<file path="src/rtl/tespar_pkg.sv">
// Shared constants and FSM state type for the TESPAR coder front end.
package tespar_pkg;

    localparam int TESPAR_D_W  = 6;
    localparam int TESPAR_S_W  = 5;
    localparam int TESPAR_DMAX = 63;
    localparam int TESPAR_SMAX = 31;

    typedef enum logic {
        IDLE = 1'b0,
        RUN  = 1'b1
    } tespar_state_t;

endpackage

</file>
<file path="src/rtl/tespar_min_detect.sv">
// Tracks the previous magnitude and a falling flag; pulses when a fall is followed by a rise.
module tespar_min_detect
    import tespar_pkg::*;
#(
    parameter int MAG_W = 15
) (
    input  logic             clk,
    input  logic             rst,
    input  logic [MAG_W-1:0] mag_i,
    input  logic             advance_i,
    input  logic             restart_i,
    output logic             min_pulse_o
);

    logic [MAG_W-1:0] prev_q;
    logic             fall_q;

    // Equal magnitudes leave fall_q alone, so a flat-bottomed valley counts once.
    assign min_pulse_o = advance_i && fall_q && (mag_i > prev_q);

    always_ff @(posedge clk) begin
        if (rst) begin
            prev_q <= '0;
            fall_q <= 1'b0;
        end else if (restart_i) begin
            prev_q <= mag_i;
            fall_q <= 1'b0;
        end else if (advance_i) begin
            prev_q <= mag_i;
            if (mag_i < prev_q) begin
                fall_q <= 1'b1;
            end else if (mag_i > prev_q) begin
                fall_q <= 1'b0;
            end
        end
    end

endmodule

</file>
<file path="src/rtl/tespar_epoch_extract.sv">
// Splits a signed sample stream into same-sign epochs and emits duration D and
// local-minima count S for each closed epoch with a one-cycle valid strobe.
module tespar_epoch_extract
    import tespar_pkg::*;
#(
    parameter int SAMPLE_W = 16,
    parameter int D_W      = TESPAR_D_W,
    parameter int S_W      = TESPAR_S_W
) (
    input  logic                       clk,
    input  logic                       rst,
    input  logic signed [SAMPLE_W-1:0] sample_i,
    input  logic                       sample_vld_i,
    input  logic                       flush_i,
    output logic        [D_W-1:0]      D,
    output logic        [S_W-1:0]      S,
    output logic                       polarity_o,
    output logic                       valid
);

    localparam int MAG_W = SAMPLE_W - 1;

    function automatic logic [MAG_W-1:0] abs_sat(input logic signed [SAMPLE_W-1:0] x);
        logic signed [SAMPLE_W-1:0] n;
        if (!x[SAMPLE_W-1]) begin
            return x[MAG_W-1:0];
        end
        if (x == {1'b1, {MAG_W{1'b0}}}) begin
            return {MAG_W{1'b1}};
        end
        n = -x;
        return n[MAG_W-1:0];
    endfunction

    function automatic logic [D_W-1:0] sat_inc_d(input logic [D_W-1:0] v);
        return (v == {D_W{1'b1}}) ? v : v + D_W'(1);
    endfunction

    function automatic logic [S_W-1:0] sat_inc_s(input logic [S_W-1:0] v);
        return (v == {S_W{1'b1}}) ? v : v + S_W'(1);
    endfunction

    tespar_state_t    state_q;
    logic [D_W-1:0]   dcnt_q;
    logic [S_W-1:0]   scnt_q;
    logic             pol_q;
    logic [D_W-1:0]   d_out_q;
    logic [S_W-1:0]   s_out_q;
    logic             pol_out_q;
    logic             valid_q;

    logic [MAG_W-1:0] mag_d;
    logic             pos_d;
    logic             take_d;
    logic             restart_d;
    logic             advance_d;
    logic             min_pulse_d;

    // A sample arriving together with flush is dropped; the flush wins.
    assign mag_d     = abs_sat(sample_i);
    assign pos_d     = ~sample_i[SAMPLE_W-1];
    assign take_d    = sample_vld_i && !flush_i;
    assign restart_d = take_d && ((state_q == IDLE) || (pos_d != pol_q));
    assign advance_d = take_d && (state_q == RUN) && (pos_d == pol_q);

    tespar_min_detect #(
        .MAG_W (MAG_W)
    ) u_min_detect (
        .clk         (clk),
        .rst         (rst),
        .mag_i       (mag_d),
        .advance_i   (advance_d),
        .restart_i   (restart_d),
        .min_pulse_o (min_pulse_d)
    );

    always_ff @(posedge clk) begin
        if (rst) begin
            state_q   <= IDLE;
            dcnt_q    <= '0;
            scnt_q    <= '0;
            pol_q     <= 1'b0;
            d_out_q   <= '0;
            s_out_q   <= '0;
            pol_out_q <= 1'b0;
            valid_q   <= 1'b0;
        end else begin
            valid_q <= 1'b0;
            case (state_q)
                IDLE: begin
                    if (take_d) begin
                        dcnt_q  <= D_W'(1);
                        scnt_q  <= '0;
                        pol_q   <= pos_d;
                        state_q <= RUN;
                    end
                end
                RUN: begin
                    if (flush_i) begin
                        d_out_q   <= dcnt_q;
                        s_out_q   <= scnt_q;
                        pol_out_q <= pol_q;
                        valid_q   <= 1'b1;
                        state_q   <= IDLE;
                    end else if (take_d) begin
                        if (pos_d != pol_q) begin
                            d_out_q   <= dcnt_q;
                            s_out_q   <= scnt_q;
                            pol_out_q <= pol_q;
                            valid_q   <= 1'b1;
                            dcnt_q    <= D_W'(1);
                            scnt_q    <= '0;
                            pol_q     <= pos_d;
                        end else begin
                            dcnt_q <= sat_inc_d(dcnt_q);
                            if (min_pulse_d) begin
                                scnt_q <= sat_inc_s(scnt_q);
                            end
                        end
                    end
                end
                default: state_q <= IDLE;
            endcase
        end
    end

    assign D          = d_out_q;
    assign S          = s_out_q;
    assign polarity_o = pol_out_q;
    assign valid      = valid_q;

endmodule

</file>
<file path="config.mk">
export PLATFORM = sky130hd
export DESIGN_NAME = tespar_epoch_extract
export DESIGN_NICKNAME = d
export VERILOG_FILES = /design/src/rtl/tespar_pkg.sv /design/src/rtl/tespar_min_detect.sv /design/src/rtl/tespar_epoch_extract.sv
export SDC_FILE = /design/constraint.sdc
export NUM_CORES = 1
export LEC_CHECK = 0
export ABC_AREA = 1
export BUFFER_PORTS_ARGS = -buffer_cell sky130_fd_sc_hd__buf_2
export CAP_MARGIN = 20
export CORE_MARGIN = 10
export CORE_UTILIZATION = 40
export CTS_CLUSTER_DIAMETER = 200
export DETAILED_ROUTE_END_ITERATION = 6
export GPL_TIMING_DRIVEN = 1
export PLACE_DENSITY = 0.63
export SLEW_MARGIN = 40
export SYNTH_ARGS = -nofsm -noshare
export SYNTH_HDL_FRONTEND = slang
export SYNTH_SLANG_ARGS = --single-unit
</file>
<file path="constraint.sdc">
create_clock -name clk -period 3.6 [get_ports clk]
set_clock_uncertainty 0.2 [all_clocks]
set_input_delay 0 -clock clk [delete_from_list [all_inputs] [get_ports clk]]
set_output_delay 0 -clock clk [all_outputs]
set_load 0.005 [all_outputs]
</file>
# Yosys cells after proc, flatten, opt, wreduce, memory -nomap -nowiden
# Index checks and enable logic that the tools add are counted.
# totals
regBits	42
inputBits	20
out_inout_bits	13
word_cells	91
# op_classes
n_addsub	3
magnitude_cmp	2
eq_ne	12
n_mux	43
bitwise_logic	2
n_reduce_logical	19
# ops
operator	n
$mux 15	6
$mux 6	8
$mux 5	9
$eq 16x16->1 const B	1
$mux 1	16
$gt 15x15->1	1
$lt 15x15->1	1
$neg 15->15	1
$pmux 6 s2	1
$pmux 5 s2	1
$reduce_and 4->1	2
$reduce_bool 2->1	4
$add 6x1->6 const B	1
$eq 6x6->1 const B	1
$logic_and 1x1->1	6
$ne 3x3->1 const B	2
$add 5x1->5 const B	1
$eq 5x5->1 const B	1
$reduce_and 5->1	1
$ne 2x1->1 const B	2
$ne 2x2->1 const B	2
$pmux 1 s2	2
$reduce_or 2->1	2
$ne 3x1->1 const B	1
other kinds (7)	8

# Longest topological paths before layout
# Gate-level depths: netlist of the first run.
# depth
ltp_word	12
ltp_mapped	21

# By module
# From an unflattened synthesis of the first run, not the netlist that was laid out.
# unflattened
hier_cells	401
area_unflattened_um2	2899.0
# by_module_without_submodules
module	n_inst	cells_each	area_each_um2	seq_area_each_um2
tespar_epoch_extract	1	267	1935.6	520.5
tespar_min_detect	1	134	963.4	320.3

# Worst setup path after synthesis of the first run
# OpenSTA, ideal clock, no wires.
# synth_timing
path_type	input -> register
start	input port sample_i[0]
end	register scnt_q[2]
setup_time_ps	113
arrival_ps	1892
path_slack_ps	1395
path_stages	19
cell_sequence	inv_1 ha_1 nand3_2 nor3_4 nand3_1 nand2_1 nand2_1 o21ai_0 ha_1 nand2_1 inv_1 nand2_1 nand2_1 a21oi_1 nand2_2 nand2_4 nand2_4 nor2_1 nor2_1
# synth_between
elab_chain_len	9
# synth_lines
item	line	source
start: declaration	tespar_epoch_extract.sv:12	input logic signed [SAMPLE_W-1:0] sample_i,
parallel branches: the longest is 3 deep, another holds $neg 15->15	--	
$mux 15 (*)	tespar_epoch_extract.sv:31	n = -x;
$mux 15 (*)	tespar_epoch_extract.sv:28	if (x == {1'b1, {MAG_W{1'b0}}}) begin
via mag_d[14]	tespar_epoch_extract.sv:52	logic [MAG_W-1:0] mag_d;
$gt 15x15->1 (*)	tespar_min_detect.sv:19	assign min_pulse_o = advance_i && fall_q && (mag_i > prev_q);
$logic_and 1x1->1 (*)	tespar_min_detect.sv:19	
$ne 3x1->1 (no line) (*)	--	
$reduce_and 5->1 (no line) (*)	--	
end signal: assignment	tespar_epoch_extract.sv:117	scnt_q <= sat_inc_s(scnt_q);
end: declaration	tespar_epoch_extract.sv:45	logic [S_W-1:0] scnt_q;
# Mark *: on every way through the listed nets, which the timed path passes. The select of a mux whose other input is x is not followed.
# A chain may end at the register's enable or synchronous reset.

# Worst setup path in the final report of the first run
# Ends and elaborated chain as after synthesis.

==> out/qor.yml, run 1 <==
portBuffers: 32
post-route-util: 0.476
dr.pass1.iters: 4
synth_compound_area_frac: 0.133
postCtsResizedCells: 0
cp-start-kind: "input pin"
final_net_count: 484
powerDensity_nw_per_um2: 337
finalSetupViolCount: 0
fin_crit_ps: 2990
synthDistinctLibCells: 35
std_cell_rows: 30
ys_top_cells_by_count: "nand2_1, inv_1, dfxtp_1"
dp.cells: 502
critPathBufInv: 4
area.growth.synth_to_final_pct: 16.6
status: "finished, final reports clean"
sequentialPowerShare: 0.452
synthArstFlopShare: 0
drtAntennaViolNets: 0
dp_hpwl_um: 4860
cts_tree: "yes"
ys_warn_count: 0
start_util: 0.408
crit_fanout: 16
ys_seq_elements: 42
critPathMaxStageDelay_ps: 550
p_int_mw: 0.769
netSwitchingFraction: 0.290
synth_top_family_by_area: "simple AND/OR/NAND/NOR gates"
core_area_um2: 6760
tns_ps: 0
rsz0062_at_grt: "no"
grt_pass1_vias: 2427
crit_family: "simple AND/OR/NAND/NOR gates"
syn-num-nets: 442
grt_pass1_wl_um: 11300
yosysTopAreaCell: "dfxtp_1"
synth_top_area_frac: 0.305
die_width_um: 103
drc: 0
num_vias: 2525
power.total_mw: 1.08
critPathArrivalTime_ps: 3030
muxShareOfSynthArea: 0
min_path_type: "input pin to flip-flop"
dieHeight_um: 103
synth-edff-count: 0
insertion_delay_ps: 300
synth_xor_xnor_area_share: 0.0127
end_kind: "flip-flop"
wl_per_cell_um: 12.3
routabilityCongestion: 0.871
max-cap-violations: 0
yosysSeqAreaShare: 0.305
period_share: 0.831
fill_cells: 715
place_area_um2: 2940
final_cells: 526
drt-vias-per-instance: 4.80
cp.required_ps: 3640
clockPowerShare: 0.349
synth_area_um2: 2760
n_antenna_cell: 0
hold_viol_final: 0
p_leak_nw: 1.62
synth-simple-area-share: 0.337
overflow: 0
slew_headroom: 0.583
cts.htree.levels: 2
clkTransAtPathRegs_ps: 80
cts_sinks: 42
p_comb_frac: 0.199
cts_max_path_buffers: 2
p_switching_mw: 0.314
cts_setup_buffers: 0
io_pins: 33
synth_area_per_cell_um2: 6.84
antenna_found_initial: 0
track_usage: 0.129
criticalPathCategory: "input pin to flip-flop"
cts_buffers: 5
grt_max_degree: 32
final_area_um2: 3210
wirelength_um: 6450
die_area_um2: 10600
synth.most_common_cell: "nand2_1"
synthTopCellsByArea: "dfxtp_1, nand2_1, ha_1, inv_1, nand3_1"
fmax_ghz: 0.334
crit_path_frequent_cell: "nand2_1"
drtIter0Drc: 126
syn-instance-count: 403
ir_drop_v: 0.000139
tightest_slew_ps: 626
synth-main-ff-cell: "dfxtp_1"
crit_path_top_delay_cell: "dlygate4sd3_1"
cts-root-buf: "clkbuf_8"
synthAdderAreaFrac: 0.0862
drive_above_1_share: 0.168
final_max_slew_viol_count: 0
crit_chain: "dlygate4sd3_1, buf_2, inv_1, ha_1, nand3_2, nor3_4, nand4_4, nand3_1, ha_1, nand2_1, inv_1, nand2_1, nand2_1, a21oi_1, nand2_2, nand2_4, nand2_4, nand2_1, nand2_1, nor2_1"
-- worst paths after layout --
kind                      start                                   end  slack (ps)  depth (start not counted)
max                 sample_i[0]                scnt_q[2]$_SDFFE_PP0P_         610                         20
min                sample_i[14]  u_min_detect.prev_q[14]$_SDFFE_PP0P_           6                          4
max reg2reg  pol_q$_SDFFE_PP0P_                     D[4]$_SDFFE_PP0P_        1550                          7
min reg2reg   D[1]$_SDFFE_PP0P_                     D[1]$_SDFFE_PP0P_         260                          2
-- tightest hold or removal path, stage by stage --
cell     delay [ps]
buf_2           130
o21ai_0         150
o21ai_1         140
inv_1            40
-- repair_timing --
action	in CTS	in global routing
hold buffers	16	0
setup endpoints to repair	0	0
endpoints found under the hold margin	15	0
-- sequential cells by signal, indices dropped and copies added (netlist names) --
| name | cells |
|---|---|
| dcnt_q | 6 |
| polarity_o | 1 |
| pol_q | 1 |
| state_q | 1 |
| D | 6 |
| scnt_q | 5 |
| u_min_detect.prev_q | 15 |
| u_min_detect.fall_q | 1 |
| valid | 1 |
| S | 5 |
-- power by group through the flow --
stage | registers [mW] | logic (mW) | clock network (mW)
floorplan | 0.496 | 0.156 | 0
global placement | 0.500 | 0.200 | 0
detailed placement | 0.500 | 0.203 | 0
CTS | 0.489 | 0.216 | 0.393
global route | 0.491 | 0.252 | 0.411
finish | 0.489 | 0.216 | 0.378
-- cells by family (layout without fill, tap and decap cells) --
| kind of cell | count (synthesis) | after routing |
|---|---|---|
| buffers and inverters | 84 | 127 |
| adder cells (fa/ha/maj) | 19 | 19 |
| AND/OR/NAND/NOR | 188 | 188 |
| flip-flops | 42 | 42 |
| AO/OA/AOI/OAI | 66 | 66 |
| XOR/XNOR | 4 | 4 |
-- area by class of cell --
class / count / area (µm²) / area share
multi-input cells: 277 / 1570 / 0.488
flip-flops and latches: 42 / 841 / 0.262
repair buffers: 48 / 320 / 0.0996
inverters: 71 / 274 / 0.0852
well taps: 80 / 100 / 0.0311
clock buffers: 6 / 72.6 / 0.0226
clock inverters: 2 / 37.5 / 0.0117
-- through the flow --
stage / hold WS (ps) / worst slack [ps]
5_1_grt: 59.9 / 355
3_5_place_dp: 5.89 / 882
4_1_cts: 0.663 / 651
2_1_floorplan: -121 / 1400
6_report: 6.00 / 609
3_3_place_gp: 2.31 / 916
-- per-layer routing --
layer / share of wire / track usage / vias to the layer above
met2: 0.47 / 0.214 / 43
met4: 0.013 / 0.0417 / 0
met5: 0 / 0 / -
met3: 0.041 / 0.0241 / 7
met1: 0.47 / 0.166 / 1107
li1: - / - / 1368
-- placed cells by master (no fill, tap or decap), drive strengths merged --
| master | count |
|---|---|
| ha | 19 |
| clkinvlp | 1 |
| clkbuf | 6 |
| a21boi | 1 |
| a21oi | 40 |
| o21ai | 22 |
| or2 | 1 |
| o21bai | 1 |
| inv | 71 |
| nor3 | 7 |
| nor2 | 31 |
| o211ai | 1 |
| buf | 32 |
| or3b | 1 |
| bufinv | 1 |
| dfxtp | 42 |
| dlygate4sd3 | 16 |
| a211oi | 1 |
| nand2 | 100 |
| xor2 | 4 |
| nand4 | 3 |
| nor3b | 1 |
| nand3 | 44 |
Note: power is estimated with default switching activity, not from simulation.
==> inputs of run 2 (changes only) <==
--- a/config.mk
+++ b/config.mk
@@ -13,7 +13,7 @@
 export CTS_CLUSTER_DIAMETER = 200
 export DETAILED_ROUTE_END_ITERATION = 6
 export GPL_TIMING_DRIVEN = 1
-export PLACE_DENSITY = 0.63
+export PLACE_DENSITY = 0.66
 export SLEW_MARGIN = 40
 export SYNTH_ARGS = -nofsm -noshare
 export SYNTH_HDL_FRONTEND = slang
==> constraint.sdc (replaced) <==
create_clock -name clk -period 2.6 [get_ports clk]
set_clock_uncertainty 0.2 [all_clocks]
set_input_delay 0 -clock clk [delete_from_list [all_inputs] [get_ports clk]]
set_output_delay 0 -clock clk [all_outputs]
set_load 0.005 [all_outputs]
==> run 2 against run 1 <==
Effect of this change:
- the flow now finishes with violations (hold timing)
- sequential share of layout area down 1.5 points
- global-route usage down 0.50 points
- flip-flop and latch count unchanged
- core utilization up 2.9 points
- sequential power up 38%
- critical endpoint unchanged
==> out/qor.yml, run 2 (synthesized netlist as in run 1, its figures left out) <==
status: "complete, but fails checks"
failed_checks: "hold timing"
fin_ws_ps: 127
dp_hpwl_um: 4610
slew_headroom: 0.585
rrSetupSlack_ps: 700
cp-start-kind: "input pin"
place_area_um2: 2990
drive_above_1_share: 0.235
cts_buffers: 5
num_vias: 2649
layout_common_cells: "nand2_1, inv_1, dfxtp_1"
portBuffers: 32
clkTransAtPathRegs_ps: 80
cts.htree.levels: 2
criticalPathCategory: "input pin to flip-flop"
reg2reg_to: "scnt_q[2]$_SDFFE_PP0P_"
dp.cells: 508
final_area_um2: 3410
largest_register_ffs: 15
dr.pass1.iters: 4
grt_pass1_wl_um: 11000
cts_sinks: 42
wirelength_um: 6330
n_antenna_cell: 0
routabilityCongestion: 0.834
critPathArrivalTime_ps: 2470
die_width_um: 103
cts_max_path_buffers: 2
antenna_found_initial: 0
powerDensity_nw_per_um2: 422
area.growth.synth_to_final_pct: 23.7
final_max_slew_viol_count: 0
fin_crit_ps: 2470
drc: 0
holdWs_ps: -2.99
fmax_ghz: 0.404
grt_pass1_vias: 2600
insertion_delay_ps: 300
drtAntennaViolNets: 0
end_kind: "flip-flop"
r2r_start: "u_min_detect.prev_q[6]$_SDFFE_PP0P_"
period_share: 0.951
tightest_slew_ps: 622
rr_worst_depth: 12
power.total_mw: 1.44
final_cells: 539
finalSetupViolCount: 0
dieHeight_um: 103
core_area_um2: 6760
final_common_cell: "nand2_1"
min_from: "sample_i[15]"
pre_cts_slack_ps: -28.4
hold_viol_final: 1
final_net_count: 497
overflow: 0
grt_max_degree: 32
die_area_um2: 10600
cts-root-buf: "clkbuf_8"
crit_fanout: 5
wl_per_cell_um: 11.7
std_cell_rows: 30
ir_drop_v: 0.000216
cp.required_ps: 2600
p_leak_nw: 1.70
io_pins: 33
max-cap-violations: 0
crit_end: "scnt_q[2]$_SDFFE_PP0P_"
drt-vias-per-instance: 4.91
min_path_type: "input pin to flip-flop"
drtIter0Drc: 96
top_register: "u_min_detect.prev_q"
cts_tree: "yes"
critPathLaunch: "sample_i[10]"
track_usage: 0.124
start_util: 0.408
[run 2: worst min path at each step]
stage,endpoint,slack (ps),depth (start not counted)
floorplan,state_q$_SDFF_PP0_,-120,1
global placement,state_q$_SDFF_PP0_,-1,2
detailed placement,state_q$_SDFF_PP0_,5,2
CTS,u_min_detect.prev_q[13]$_SDFFE_PP0P_,10,6
global route,scnt_q[3]$_SDFFE_PP0P_,30,2
finish,u_min_detect.prev_q[14]$_SDFFE_PP0P_,-3,5
[run 2: stage by stage]
step,util,setup TNS (ps)
final,0.505,0
after global placement,0.442,0
after CTS,0.484,0
after floorplan,-,0
after global routing,0.505,-9.55
after detailed placement,0.442,-49.8
[run 2: timing repair]
action | 4_1_cts | 5_1_grt
setup endpoints to repair | 0 | 5
hold endpoints to repair | 16 | 0
hold buffers | 19 | 0
setup buffers | 0 | 6
resized for setup | 0 | 29
[run 2: metal layers]
| metal | GRT usage | vias up | part of all wire |
|---|---|---|---|
| met2 | 0.226 | 23 | 0.53 |
| met5 | 0 | - | 0 |
| met4 | 0.0332 | 0 | 0.0090 |
| met1 | 0.145 | 1227 | 0.44 |
| met3 | 0.0241 | 5 | 0.025 |
| li1 | - | 1394 | - |
[run 2: critical path, cell delays in order]
cell and delay, ps:
dlygate4sd3_1 590, inv_2 100, nand2_4 60, nor3_2 140
nand4_1 150, nand3_1 130, nand3_2 120, ha_4 290
nand2_2 60, nor2_4 110, nand2_2 100, nor2_2 120
nand2_2 70, nand2_2 100, nand2_4 80, nand2_4 90
nand2_1 50, nand2_1 50, nor2_1 40
[run 2: power breakdown]
group	switching, mW	internal (mW)
Combinational	0.206	0.135
Sequential	0.0104	0.664
Clock	0.236	0.189
[run 2: final cells by class]
class | count | area [µm²]
repair buffers | 60 | 432
fillers | 644 | 3350
clock buffers | 5 | 68.8
inverters | 71 | 277
clock inverters | 3 | 21.3
flip-flops and latches | 42 | 841
well taps | 80 | 100
multi-input cells | 278 | 1670
==> inputs of run 3 (changes only) <==
--- a/config.mk
+++ b/config.mk
@@ -10,7 +10,9 @@
 export CAP_MARGIN = 20
 export CORE_MARGIN = 10
 export CORE_UTILIZATION = 40
+export CTS_BUF_LIST = sky130_fd_sc_hd__clkbuf_4
 export CTS_CLUSTER_DIAMETER = 200
+export CTS_CLUSTER_SIZE = 24
 export DETAILED_ROUTE_END_ITERATION = 6
 export GPL_TIMING_DRIVEN = 1
 export PLACE_DENSITY = 0.66
==> run 3 against run 2 <==
Effect of this change:
- clock power down 22%
- register-to-register slack barely moved
- core utilization up 1.4 points
- global-route usage up 0.22 points
- setup slack lost 22 ps
- final cell count up 2.0%
- the run now ends clean
==> out/qor.yml, run 3 (synthesized netlist as in run 1, its figures left out) <==
cts_sinks: 42
routabilityCongestion: 0.834
top_register: "u_min_detect.prev_q"
fmax_ghz: 0.401
cp-start-kind: "input pin"
tightest_slew_ps: 633
drt-vias-per-instance: 4.85
insertion_delay_ps: 360
area.growth.synth_to_final_pct: 27.2
grt_util_met3: 0.0208
cts-root-buf: "clkbuf_4"
dp_hpwl_um: 4610
core_area_um2: 6760
track_usage: 0.127
end_kind: "flip-flop"
fin_crit_ps: 2490
max-cap-violations: 0
die_width_um: 103
hold_viol_final: 0
slew_headroom: 0.578
drtIter0Drc: 78
min_path_type: "input pin to flip-flop"
cts.htree.levels: 2
period_share: 0.959
r2r_start: "u_min_detect.prev_q[6]$_SDFFE_PP0P_"
portBuffers: 32
tns_ps: 0
start_util: 0.408
drc: 0
p_leak_nw: 1.74
holdPathEnd: "u_min_detect.prev_q[1]$_SDFFE_PP0P_"
critPathArrivalTime_ps: 2600
rr_worst_depth: 12
reg2reg_to: "scnt_q[2]$_SDFFE_PP0P_"
grt-busiest-layer: "met2"
dr.pass1.iters: 4
wirelength_um: 6590
final_common_cell: "nand2_1"
drive_above_1_share: 0.228
cp.required_ps: 2710
gr-usage-met2: 0.233
powerDensity_nw_per_um2: 389
wl_per_cell_um: 12.0
crit_chain: "dlygate4sd3_1, buf_2, nor3_4, buf_6, nand4_4, buf_6, nand2_1, ha_1, nand2_1, inv_1, a21oi_2, nand2_1, nand2_2, nand2_2, nand2_4, nand2_4, nand2_2, nand2_1, nor2_1"
status: "finished, final reports clean"
layout_common_cells: "nand2_1, inv_1, dfxtp_1"
crit_fanout: 6
finalSetupViolCount: 0
cts_max_path_buffers: 2
die_area_um2: 10600
rrSetupSlack_ps: 700
met1_usage: 0.148
power.total_mw: 1.37
grt_pass1_vias: 2676
largest_register_ffs: 15
overflow: 0
critPathBufInv: 5
criticalPathCategory: "input pin to flip-flop"
critPathMaxStageDelay_ps: 530
clkTransAtPathRegs_ps: 130
final_max_slew_viol_count: 0
num_vias: 2669
antenna_found_initial: 0
grt_pass1_wl_um: 11300
min_from: "sample_i[4]"
holdPathStages: 6
io_pins: 33
dieHeight_um: 103
final_net_count: 508
std_cell_rows: 30
grt_max_degree: 32
n_antenna_cell: 0
crit_family: "simple AND/OR/NAND/NOR gates"
fill_cells: 649
cts_tree: "yes"
crit_path_top_delay_cell: "dlygate4sd3_1"
drtAntennaViolNets: 0
ir_drop_v: 0.000199
cts_buffers: 5
crit_path_frequent_cell: "nand2_1"
-- run 3: cell count changes in the layout (fill, tap and decap cells not counted), moves of 2 or more --
cell	previous run	this run
nor2_1	25	27
clkbuf_8	5	0
dlygate4sd3_1	18	30
nor2_2	4	2
nor3_2	3	1
nand3_1	38	36
buf_4	11	7
nand3_2	6	8
clkbuf_4	0	5
buf_6	1	3
-- run 3: cell type report --
type	instances	area [µm²]	share of cell area
clock buffers	5	37.5	0.0107
repair buffers	71	549	0.157
multi-input cells	278	1680	0.480
well taps	80	100	0.0285
flip-flops and latches	42	841	0.240
inverters	71	274	0.0781
clock inverters	3	21.3	0.00606
-- run 3: where the power goes --
| group | internal, mW | switching (mW) | total (mW) |
|---|---|---|---|
| registers | 0.665 | 0.0104 | 0.675 |
| clock network | 0.105 | 0.225 | 0.330 |
| logic | 0.149 | 0.211 | 0.360 |
-- run 3: worst max path at each step --
stage                                   to  slack (ps)         from  cells past startpoint
global route        scnt_q[2]$_SDFFE_PP0P_         -40  sample_i[8]                     19
CTS                 scnt_q[2]$_SDFFE_PP0P_          20  sample_i[8]                     18
global placement    scnt_q[2]$_SDFFE_PP0P_          40  sample_i[0]                     21
finish              scnt_q[2]$_SDFFE_PP0P_         110  sample_i[8]                     19
floorplan           scnt_q[2]$_SDFFE_PP0P_         400  sample_i[0]                     19
detailed placement  scnt_q[3]$_SDFFE_PP0P_         -30  sample_i[0]                     19
-- run 3: what timing repair did --
| item | CTS | global route |
|---|---|---|
| setup endpoints to repair | 0 | 6 |
| buffers inserted | 0 | 4 |
| hold buffers | 31 | 0 |
| hold endpoints to repair | 34 | 0 |
| resized for setup | 0 | 31 |
-- run 3: metrics by stage --
| step | hold slack [ps] | cells | worst slack, ps | area (µm²) | utilization |
|---|---|---|---|---|---|
| 2_1_floorplan | -121 | 403 | 395 | 2760 | - |
| 3_3_place_gp | -1.49 | 508 | 36.3 | 2990 | 0.442 |
| 3_5_place_dp | 4.74 | 508 | -28.4 | 2990 | 0.442 |
| 4_1_cts | 1.73 | 547 | 21.5 | 3360 | 0.497 |
| 5_1_grt | 53.9 | 550 | -41.7 | 3510 | 0.519 |
| 6_report | 14.8 | 550 | 106 | 3510 | 0.519 |
-- run 3: tightest hold or removal path: cells and delay by family --
family / cells / cell delay [ps]
AND/OR/NAND/NOR: 3 / 280
AO/OA/AOI/OAI: 2 / 150
buffers and inverters: 1 / 120
-- run 3: metal layers --
metal	part of all wire	up-vias
li1	-	1419
met1	0.44	1221
met2	0.53	19
met3	0.020	10
met4	0.017	0
met5	0	-
